File: src/rtl/altera_tse_pcs_cfg_master.sv
// Register-bus master that configures a TSE PCS (IF_MODE, CONTROL), polls STATUS
// until autonegotiation completes, then monitors the link and restarts AN on loss.
module altera_tse_pcs_cfg_master #(
  parameter bit          ENABLE_SGMII  = 1'b1,
  parameter logic [15:0] IF_MODE_VALUE = 16'h0003,
  parameter logic [15:0] CTRL_VALUE    = 16'h1340,
  parameter int unsigned POLL_INTERVAL = 1000,
  parameter int unsigned TIMEOUT_POLLS = 255
) (
  input  logic        clk,
  input  logic        reset_n,
  input  logic        start,
  output logic [4:0]  address,
  output logic        read,
  output logic        write,
  output logic [15:0] writedata,
  input  logic [15:0] readdata,
  input  logic        waitrequest,
  output logic        busy,
  output logic        done,
  output logic        link_up,
  output logic        fail,
  output logic [15:0] status_last,
  output logic [7:0]  relink_cnt
);

  localparam logic [4:0]  ADDR_CTRL    = 5'h00;
  localparam logic [4:0]  ADDR_STATUS  = 5'h01;
  localparam logic [4:0]  ADDR_IFMODE  = 5'h14;
  localparam logic [31:0] INTERVAL_TOP = 32'(POLL_INTERVAL - 1);
  localparam logic [7:0]  POLL_LIMIT   = 8'(TIMEOUT_POLLS);

  typedef enum logic [3:0] {
    IDLE, WR_IFMODE, WR_CTRL, WAIT_INT, RD_STATUS, DONE, MON_WAIT, MON_RD, FAIL
  } state_t;

  state_t      state, state_n;
  logic [31:0] int_cnt, int_cnt_n;
  logic [7:0]  poll_cnt, poll_cnt_n;
  logic [7:0]  relink_n;
  logic [15:0] status_n;
  logic        link_n;
  logic        xfer_done;
  logic        strobe_ok;
  logic        read_n, write_n;
  logic [4:0]  address_n;
  logic [15:0] writedata_n;

  assign xfer_done = (read | write) & ~waitrequest;

  always_ff @(posedge clk or negedge reset_n) begin
    if (!reset_n) state <= IDLE;
    else          state <= state_n;
  end

  always_comb begin
    state_n    = state;
    int_cnt_n  = int_cnt;
    poll_cnt_n = poll_cnt;
    relink_n   = relink_cnt;
    status_n   = status_last;
    link_n     = link_up;
    unique case (state)
      IDLE, FAIL: begin
        if (state == FAIL) link_n = 1'b0;
        if (start) begin
          state_n    = ENABLE_SGMII ? WR_IFMODE : WR_CTRL;
          poll_cnt_n = '0;
        end
      end
      WR_IFMODE: if (xfer_done) state_n = WR_CTRL;
      WR_CTRL: begin
        if (xfer_done) begin
          int_cnt_n = INTERVAL_TOP;
          state_n   = WAIT_INT;
        end
      end
      WAIT_INT, MON_WAIT: begin
        if (int_cnt == '0) state_n = (state == WAIT_INT) ? RD_STATUS : MON_RD;
        else               int_cnt_n = int_cnt - 32'd1;
      end
      RD_STATUS: begin
        if (xfer_done) begin
          status_n = readdata;
          link_n   = readdata[5] & readdata[2];
          if (readdata[5] & readdata[2]) begin
            state_n = DONE;
          end else if (poll_cnt + 8'd1 == POLL_LIMIT) begin
            state_n = FAIL;
          end else begin
            poll_cnt_n = poll_cnt + 8'd1;
            int_cnt_n  = INTERVAL_TOP;
            state_n    = WAIT_INT;
          end
        end
      end
      DONE: begin
        int_cnt_n = INTERVAL_TOP;
        state_n   = MON_WAIT;
      end
      MON_RD: begin
        if (xfer_done) begin
          status_n = readdata;
          link_n   = readdata[5] & readdata[2];
          if (readdata[2]) begin
            int_cnt_n = INTERVAL_TOP;
            state_n   = MON_WAIT;
          end else begin
            link_n     = 1'b0;
            relink_n   = (relink_cnt == 8'hFF) ? relink_cnt : relink_cnt + 8'd1;
            poll_cnt_n = '0;
            state_n    = WR_CTRL;
          end
        end
      end
      default: state_n = IDLE;
    endcase
  end

  // Strobes are registered from the next state; a completing transfer forces one
  // low cycle, so back-to-back transfers (IF_MODE->CONTROL, MON_RD->CONTROL) get a gap.
  always_comb begin
    strobe_ok   = ~xfer_done;
    write_n     = strobe_ok & ((state_n == WR_IFMODE) | (state_n == WR_CTRL));
    read_n      = strobe_ok & ((state_n == RD_STATUS) | (state_n == MON_RD));
    address_n   = address;
    writedata_n = writedata;
    unique case (state_n)
      WR_IFMODE: begin
        address_n   = ADDR_IFMODE;
        writedata_n = IF_MODE_VALUE;
      end
      WR_CTRL: begin
        address_n   = ADDR_CTRL;
        writedata_n = CTRL_VALUE;
      end
      RD_STATUS, MON_RD: address_n = ADDR_STATUS;
      default: ;
    endcase
  end

  always_ff @(posedge clk or negedge reset_n) begin
    if (!reset_n) begin
      int_cnt     <= '0;
      poll_cnt    <= '0;
      relink_cnt  <= '0;
      status_last <= '0;
      link_up     <= 1'b0;
      read        <= 1'b0;
      write       <= 1'b0;
      address     <= '0;
      writedata   <= '0;
      busy        <= 1'b0;
      done        <= 1'b0;
      fail        <= 1'b0;
    end else begin
      int_cnt     <= int_cnt_n;
      poll_cnt    <= poll_cnt_n;
      relink_cnt  <= relink_n;
      status_last <= status_n;
      link_up     <= link_n;
      read        <= read_n;
      write       <= write_n;
      address     <= address_n;
      writedata   <= writedata_n;
      busy        <= (state_n != IDLE) && (state_n != DONE) && (state_n != FAIL);
      done        <= (state_n == DONE) || (state_n == MON_WAIT) || (state_n == MON_RD);
      fail        <= (state_n == FAIL);
    end
  end

endmodule

File: config.mk
export PLATFORM = sky130hd
export DESIGN_NAME = altera_tse_pcs_cfg_master
export DESIGN_NICKNAME = d
export VERILOG_FILES = /design/src/rtl/altera_tse_pcs_cfg_master.sv
export SDC_FILE = /design/constraint.sdc
export NUM_CORES = 1
export LEC_CHECK = 0
export BUFFER_PORTS_ARGS = -buffer_cell sky130_fd_sc_hd__buf_2
export CAP_MARGIN = 20
export CORE_UTILIZATION = 60
export DETAILED_ROUTE_END_ITERATION = 8
export PLACE_DENSITY_LB_ADDON = 0.3
export SETUP_SLACK_MARGIN = 0.15
export SLEW_MARGIN = 20
export SYNTH_ARGS = -nofsm -noshare
export SYNTH_HDL_FRONTEND = slang
export SYNTH_SLANG_ARGS = --single-unit
File: constraint.sdc
create_clock -name clk -period 10.5 [get_ports clk]
set_input_delay 2.1 -clock clk [delete_from_list [all_inputs] [get_ports clk]]
set_output_delay 2.1 -clock clk [all_outputs]
set_load 0.02 [all_outputs]
Yosys cells after proc, flatten, opt, wreduce, memory -nomap -nowiden. Cells that the tools add are included.

Flip-flop bits (word level): 95. Bits in latches: 0. RAM bits: 0. ROM bits: 0. Input port bits: 20. Output and inout port bits: 51. Logic and storage cells: 109. Memories kept: 0.

Add/sub/neg operators: 3. Multiply operators: 0. Div/mod/pow operators: 0. Order comparisons: 0. Equality and inequality tests: 29. Shifts and indexed selects: 0. Mux-type cells: 33. Bitwise operators: 11. Reductions and logical operators: 20.

Operator list (number): $mux 32 (7); $pmux 32 s5 (1); $mux 8 (6); $eq 4x3->1 const B (8); $logic_not 32->1 (1); $mux 4 (8); $pmux 16 s2 (1); $sub 32x1->32 const B (1); $pmux 4 s7 (1); $pmux 8 s3 (1); $ne 2x2->1 const B (10); $add 8x1->8 const B (2); $eq 8x8->1 const B (2); $pmux 5 s3 (1); $eq 4x2->1 const B (3); $eq 4x1->1 const B (2); $eq 4x4->1 const B (2); $reduce_and 4->1 (2); $reduce_and 8->1 (1); $reduce_or 2->1 (4); $reduce_and 7->1 (1); $reduce_bool 3->1 (2); $reduce_bool 5->1 (1); $and 1x1->1 (4); other kinds (14) (24).

Longest topological paths before layout.
Depth in word-level cells: 9. Depth in mapped cells: 12. Mapped depth without buffers: 9.

Worst setup path after synthesis. OpenSTA, ideal clock, no wires.

Path type: in2reg. Start point: in waitrequest. End point: reg int_cnt[4]. Arrival time: 3.916 ns. Slack: 6.449 ns. Cell stages on the path: 9. Path buffers: 3. Path through: o21ba_2 -> clkbuf_1 -> a21oi_1 -> a2111oi_0 -> or3b_1 -> clkbuf_1 -> clkbuf_2 -> o21ai_0 -> o31ai_1.

Word-level cells in the longest chain between the ends: 4. Elaborated cells between the ends (all ways): 6.

RTL lines: start, declared (RTL line 18) `input logic waitrequest,`; $not 1->1 * (RTL line 49) `assign xfer_done = (read | write) & ~waitrequest;`; $and 1x1->1 * (RTL line 49); $ne 2x2->1 (no line); $reduce_and 8->1 (no line) *; end signal, assigned (RTL line 157) `int_cnt <= int_cnt_n;`; end, declared (RTL line 38) `logic [31:0] int_cnt, int_cnt_n;`.

Every way passes the cells marked *; elsewhere a longest branch is shown, timed or not. A chain may end at the register's enable or synchronous reset.

Worst setup path in the final report.
Start point: in waitrequest. End point: reg int_cnt[10].

Same word-level chain as after synthesis.

==> flow_summary.html <==
<table>
<tr><th>Metric</th><th>Value</th></tr>
<tr><th colspan="2">Floorplan</th></tr>
<tr><td>Die area</td><td>0.00733 mm^2</td></tr>
<tr><td>Floorplan die width</td><td>about 86 um</td></tr>
<tr><td>I/O pin count</td><td>71</td></tr>
<tr><td>Vert. Die Dim</td><td>~86 um</td></tr>
<tr><td>Num rows</td><td>30</td></tr>
<tr><td>Core ar.</td><td>around 0.0068 mm^2</td></tr>
<tr><td>Effective utilization at floorplan</td><td>62.1%</td></tr>
<tr><th colspan="2">Power</th></tr>
<tr><td>Leakage Power</td><td>between 2 and 2.5 nW</td></tr>
<tr><td>Switching share of power</td><td>21.5%</td></tr>
<tr><td>Internal Power</td><td>0.000450 W</td></tr>
<tr><td>Part of the power in registers</td><td>between 50% and 60%</td></tr>
<tr><td>Clock Power Share</td><td>45.2%</td></tr>
<tr><td>Switching power summed over all nets</td><td>between 0.0001 and 0.00015 W</td></tr>
<tr><td>Comb pwr share</td><td>2.4%</td></tr>
<tr><td>PD cells</td><td>124 mW/mm^2</td></tr>
<tr><td>Highest ir drop seen on vdd</td><td>roughly 0.075 mV</td></tr>
<tr><td>Power Total</td><td>between 0.0005 and 0.0006 W</td></tr>
<tr><th colspan="2">CTS</th></tr>
<tr><td>Num CTS Buffers</td><td>9</td></tr>
<tr><td>TritonCTS clock tree</td><td>built</td></tr>
<tr><td>CTS max path bufs</td><td>2</td></tr>
<tr><td>Number of levels in the clock H-tree</td><td>3</td></tr>
<tr><td>CTS sink count</td><td>just under 80</td></tr>
<tr><td>Setup fix buffers added after clock tree synthesis</td><td>0</td></tr>
<tr><td>Skew-Pair Late Insertion Delay</td><td>0.36 ns</td></tr>
<tr><td>Number of hold buffers added after CTS</td><td>0</td></tr>
<tr><td>Cells resized by post-CTS repair</td><td>0</td></tr>
<tr><td>Clock-pin slew of the registers on the worst-case setup and hold paths</td><td>0.08 ns</td></tr>
<tr><td>Root cell of the clock tree</td><td>clkbuf_8</td></tr>
<tr><th colspan="2">Timing</th></tr>
<tr><td>Final-report hold violation count</td><td>0</td></tr>
<tr><td>Period minus WS final</td><td>around 4.2 ns</td></tr>
<tr><td>Unrepaired setup endpoints after global routing</td><td>false</td></tr>
<tr><td>Number of slew-limit violations in the final report</td><td>0</td></tr>
<tr><td>Final-layout setup total negative slack</td><td>0 ns</td></tr>
<tr><td>Max-slew headroom</td><td>~33%</td></tr>
<tr><td>Total setup violations reported at the end of the flow</td><td>0</td></tr>
<tr><td>Post-route clock skew</td><td>between 0.005 and 0.006 ns</td></tr>
<tr><td>Actual transition at the worst max-transition pin</td><td>between 1 and 1.5 ns</td></tr>
<tr><td>Final clock period utilization by the worst path</td><td>around two fifths</td></tr>
<tr><td>Fmax</td><td>~0.24 GHz</td></tr>
<tr><th colspan="2">Critical path</th></tr>
<tr><td>Largest incremental delay on the critical path</td><td>around 0.83 ns</td></tr>
<tr><td>Cell Chain, Critical Path</td><td>buf_2 &gt; o21ba_2 &gt; a21oi_1 &gt; a2111oi_0 &gt; or3b_1 &gt; o21ai_0 &gt; o41ai_1</td></tr>
<tr><td>R2r endpoint</td><td>int_cnt[10]$_DFFE_PN0P_</td></tr>
<tr><td>Largest fanout of any net on the critical path</td><td>33</td></tr>
<tr><td>Critical Path Slowest Stage Cell</td><td>or3b_1</td></tr>
<tr><td>Path type of the worst setup path</td><td>input port to flip-flop</td></tr>
<tr><td>Required arrival time at the worst endpoint</td><td>10.74 ns</td></tr>
<tr><td>Startpoint of the worst-slack reg-to-reg timing path</td><td>int_cnt[8]$_DFFE_PN0P_</td></tr>
<tr><td>Critical Path Source Type</td><td>input port</td></tr>
<tr><td>Worst-case reg-to-reg path depth</td><td>7</td></tr>
<tr><td>R2R setup slack</td><td>6.98 ns</td></tr>
<tr><td>Critical path data arrival time</td><td>between 4 and 5 ns</td></tr>
<tr><td>Kind of end point of the critical path</td><td>flip-flop</td></tr>
<tr><th colspan="2">Logic synthesis</th></tr>
<tr><td>Netlist area before placement</td><td>about 0.0042 mm^2</td></tr>
<tr><td>Post-synth top area cell</td><td>dfrtp_1</td></tr>
<tr><td>Share of the synthesized area in the top cell type</td><td>between 40% and 50%</td></tr>
<tr><td>Top post-synthesis cells by area</td><td>dfrtp_1 (47%), o21ai_0 (5.5%), mux2_2 (4.6%)</td></tr>
<tr><td>Per-instance average area after synthesis</td><td>roughly 9.5 um^2</td></tr>
<tr><td>Post-synthesis register bit count</td><td>78</td></tr>
<tr><td>Synthesized netlist cell count</td><td>between 400 and 500</td></tr>
<tr><td>Most common cell in the netlist</td><td>dfrtp_1</td></tr>
<tr><td>Sequential cell area fraction in the yosys report</td><td>a little under half</td></tr>
<tr><td>Top cell types by occurrence after synthesis</td><td>dfrtp_1 (78), o21ai_0 (46), nor2_1 (44)</td></tr>
<tr><td>Post-synth EDFFs</td><td>0</td></tr>
<tr><td>YS warnings</td><td>0</td></tr>
<tr><td>Primary flip-flop cell chosen by synthesis mapping</td><td>dfrtp_1</td></tr>
<tr><td>Number of library cell types mapped by synthesis</td><td>61</td></tr>
<tr><td>Proportion of synthesized flip-flops having asynchronous set or reset</td><td>between 90% and 100%</td></tr>
<tr><th colspan="2">Status</th></tr>
<tr><td>Outcome</td><td>finished, final reports clean</td></tr>
<tr><th colspan="2">Layout</th></tr>
<tr><td>Total area of sequential cells</td><td>~0.0020 mm^2</td></tr>
<tr><td>Area Growth Syn to Fin</td><td>10.5%</td></tr>
<tr><td>Final Net Count</td><td>505</td></tr>
<tr><td>Multi-input gate area</td><td>slightly above 0.002 mm^2</td></tr>
<tr><td>Ratio of cells with drive above 1 in the final layout</td><td>between 20% and 30%</td></tr>
<tr><td>Fill cell instance count of the final layout</td><td>540</td></tr>
<tr><td>Antenna diode count</td><td>0</td></tr>
<tr><td>Count of placed standard cells in the final layout, fillers left out</td><td>~570</td></tr>
<tr><th colspan="2">GRT</th></tr>
<tr><td>Pin count of the biggest net entering global routing</td><td>between 70 and 80</td></tr>
<tr><td>Vias in the first global route</td><td>3182</td></tr>
<tr><td>Antenna violations before repair</td><td>0</td></tr>
<tr><td>Global-route wire length before repair</td><td>about 14 mm</td></tr>
<tr><td>Met2 global-route usage</td><td>41.8%</td></tr>
<tr><td>Met1 routing resource usage after global routing</td><td>30.6%</td></tr>
<tr><td>Met3 capacity usage during global routing</td><td>5.77%</td></tr>
<tr><td>Global-route congestion overflow total</td><td>0</td></tr>
<tr><td>Busiest metal layer after global routing</td><td>met2</td></tr>
<tr><td>GRT Total Usage</td><td>around a quarter</td></tr>
<tr><th colspan="2">Hold path</th></tr>
<tr><td>Cell depth of the worst min-delay path</td><td>2</td></tr>
<tr><td>Type of the worst min-delay path</td><td>flip-flop to flip-flop</td></tr>
<tr><td>Worst-case hold path end point</td><td>int_cnt[31]$_DFFE_PN0P_</td></tr>
<tr><td>Startpoint of the worst hold path</td><td>int_cnt[31]$_DFFE_PN0P_</td></tr>
<tr><th colspan="2">Routing</th></tr>
<tr><td>Total Routed Length</td><td>around 8.5 mm</td></tr>
<tr><td>Average routed wire per standard cell</td><td>approximately 15 um</td></tr>
<tr><td>Number of iterations in the first detailed-routing pass</td><td>6</td></tr>
<tr><td>Routed via count divided by cell count</td><td>around 6</td></tr>
<tr><td>Residual DRC</td><td>0</td></tr>
<tr><td>Count of antenna-violating nets left after detailed routing</td><td>0</td></tr>
<tr><td>Vias after detailed routing</td><td>between 3k and 4k</td></tr>
<tr><td>Initial DRC count</td><td>286</td></tr>
<tr><th colspan="2">Run</th></tr>
<tr><td>Max-cap check violation count</td><td>0</td></tr>
<tr><th colspan="2">Placed design</th></tr>
<tr><td>Placed Cells</td><td>550</td></tr>
<tr><td>HPWL after detailed placement</td><td>approximately 5.7 mm</td></tr>
<tr><td>Number of buffers inserted by port buffering</td><td>slightly below 60</td></tr>
<tr><td>Routability-driven placement congestion ratio</td><td>approximately 0.84</td></tr>
</table>
[stage by stage]
stage                     worst slack (ns)  hold WS (ns)  cell area [um^2]  util, %
final                                 6.31         0.487              4640     68.6
after global routing                  6.01         0.491              4640     68.6
after CTS                             6.32         0.481              4640     68.6
after detailed placement              5.95         0.462              4400     65.2
after global placement                6.12         0.458              4400     65.2
after floorplan                       6.45         0.441              4240        -
[worst max path at each step]
stage / startpoint / endpoint / slack [ns]
floorplan: waitrequest / int_cnt[4]$_DFFE_PN0P_ / 6.45
global placement: waitrequest / int_cnt[4]$_DFFE_PN0P_ / 6.12
detailed placement: waitrequest / int_cnt[10]$_DFFE_PN0P_ / 5.95
CTS: waitrequest / int_cnt[10]$_DFFE_PN0P_ / 6.32
global route: waitrequest / int_cnt[12]$_DFFE_PN0P_ / 6.01
finish: waitrequest / int_cnt[10]$_DFFE_PN0P_ / 6.31
[state kept, by name, summed over array words and instances, names as in the netlist]
register and cells:
int_cnt 32, status_last 16, poll_cnt 8, relink_cnt 8, state 4, address 2, writedata 2, busy 1
done 1, fail 1, link_up 1, read 1, write 1
[routing by layer]
layer | wire length, um | up-vias
li1 | - | 1652
met1 | 3870 | 1648
met2 | 4140 | 104
met3 | 397 | 18
met4 | 134 | 0
met5 | 0 | -
[layout by cell type, fill, tap and decap left out, types with 4 or more instances in the layout]
master / count
xor2_1: 4
o41ai_1: 5
buf_2: 57
mux2_2: 17
or2_2: 4
nor2_1: 44
ha_1: 4
nand2_1: 31
nor3_1: 9
o21ai_0: 46
inv_1: 8
xnor2_1: 9
nand3b_1: 4
nand3_1: 17
or4_1: 7
conb_1: 12
nand2b_1: 5
o31ai_1: 21
or3_1: 7
dfrtp_1: 78
nor4_1: 5
a21oi_1: 18
clkbuf_8: 11
[final cells by class]
cell class | instances | area share (%)
Clock inverter | 5 | 1.75
Inverter | 8 | 0.648
Sequential cell | 78 | 42.1
Multi-Input combinational cell | 324 | 43.4
Tap cell | 80 | 2.16
Timing Repair Buffer | 60 | 6.64
Clock buffer | 11 | 3.27
[logic make-up (layout without fill, tap and decap cells)]
| family | after synthesis | count (layout) | share of synthesized area, % |
|---|---|---|---|
| other | 1 | 12 | 0.0894 |
| muxes | 20 | 20 | 5.28 |
| adders and majority gates | 4 | 4 | 1.19 |
| xor gates and xnor gates | 13 | 13 | 2.71 |
| and+or+nand+nor | 158 | 158 | 19.7 |
| buffers and inverters | 49 | 84 | 6.62 |
| AOI/OAI and AO/OA | 117 | 117 | 17.9 |
| DFF | 78 | 78 | 46.5 |
[power groups by stage]
stage | Combinational [W] | Sequential (W) | Clock [W]
floorplan | 0.00000755 | 0.000306 | 0
detailed placement | 0.0000143 | 0.000306 | 0
CTS | 0.0000143 | 0.000300 | 0.000262
global placement | 0.0000140 | 0.000306 | 0
global route | 0.0000159 | 0.000300 | 0.000274
finish | 0.0000139 | 0.000300 | 0.000259
[worst max-delay path, delay by kind of cell]
kind,cells,cell delay (ns)
AOI/OAI and AO/OA,5,1.39
buffers and inverters,1,0.10
and+or+nand+nor,1,0.83
(Power assumes the default switching activity.)
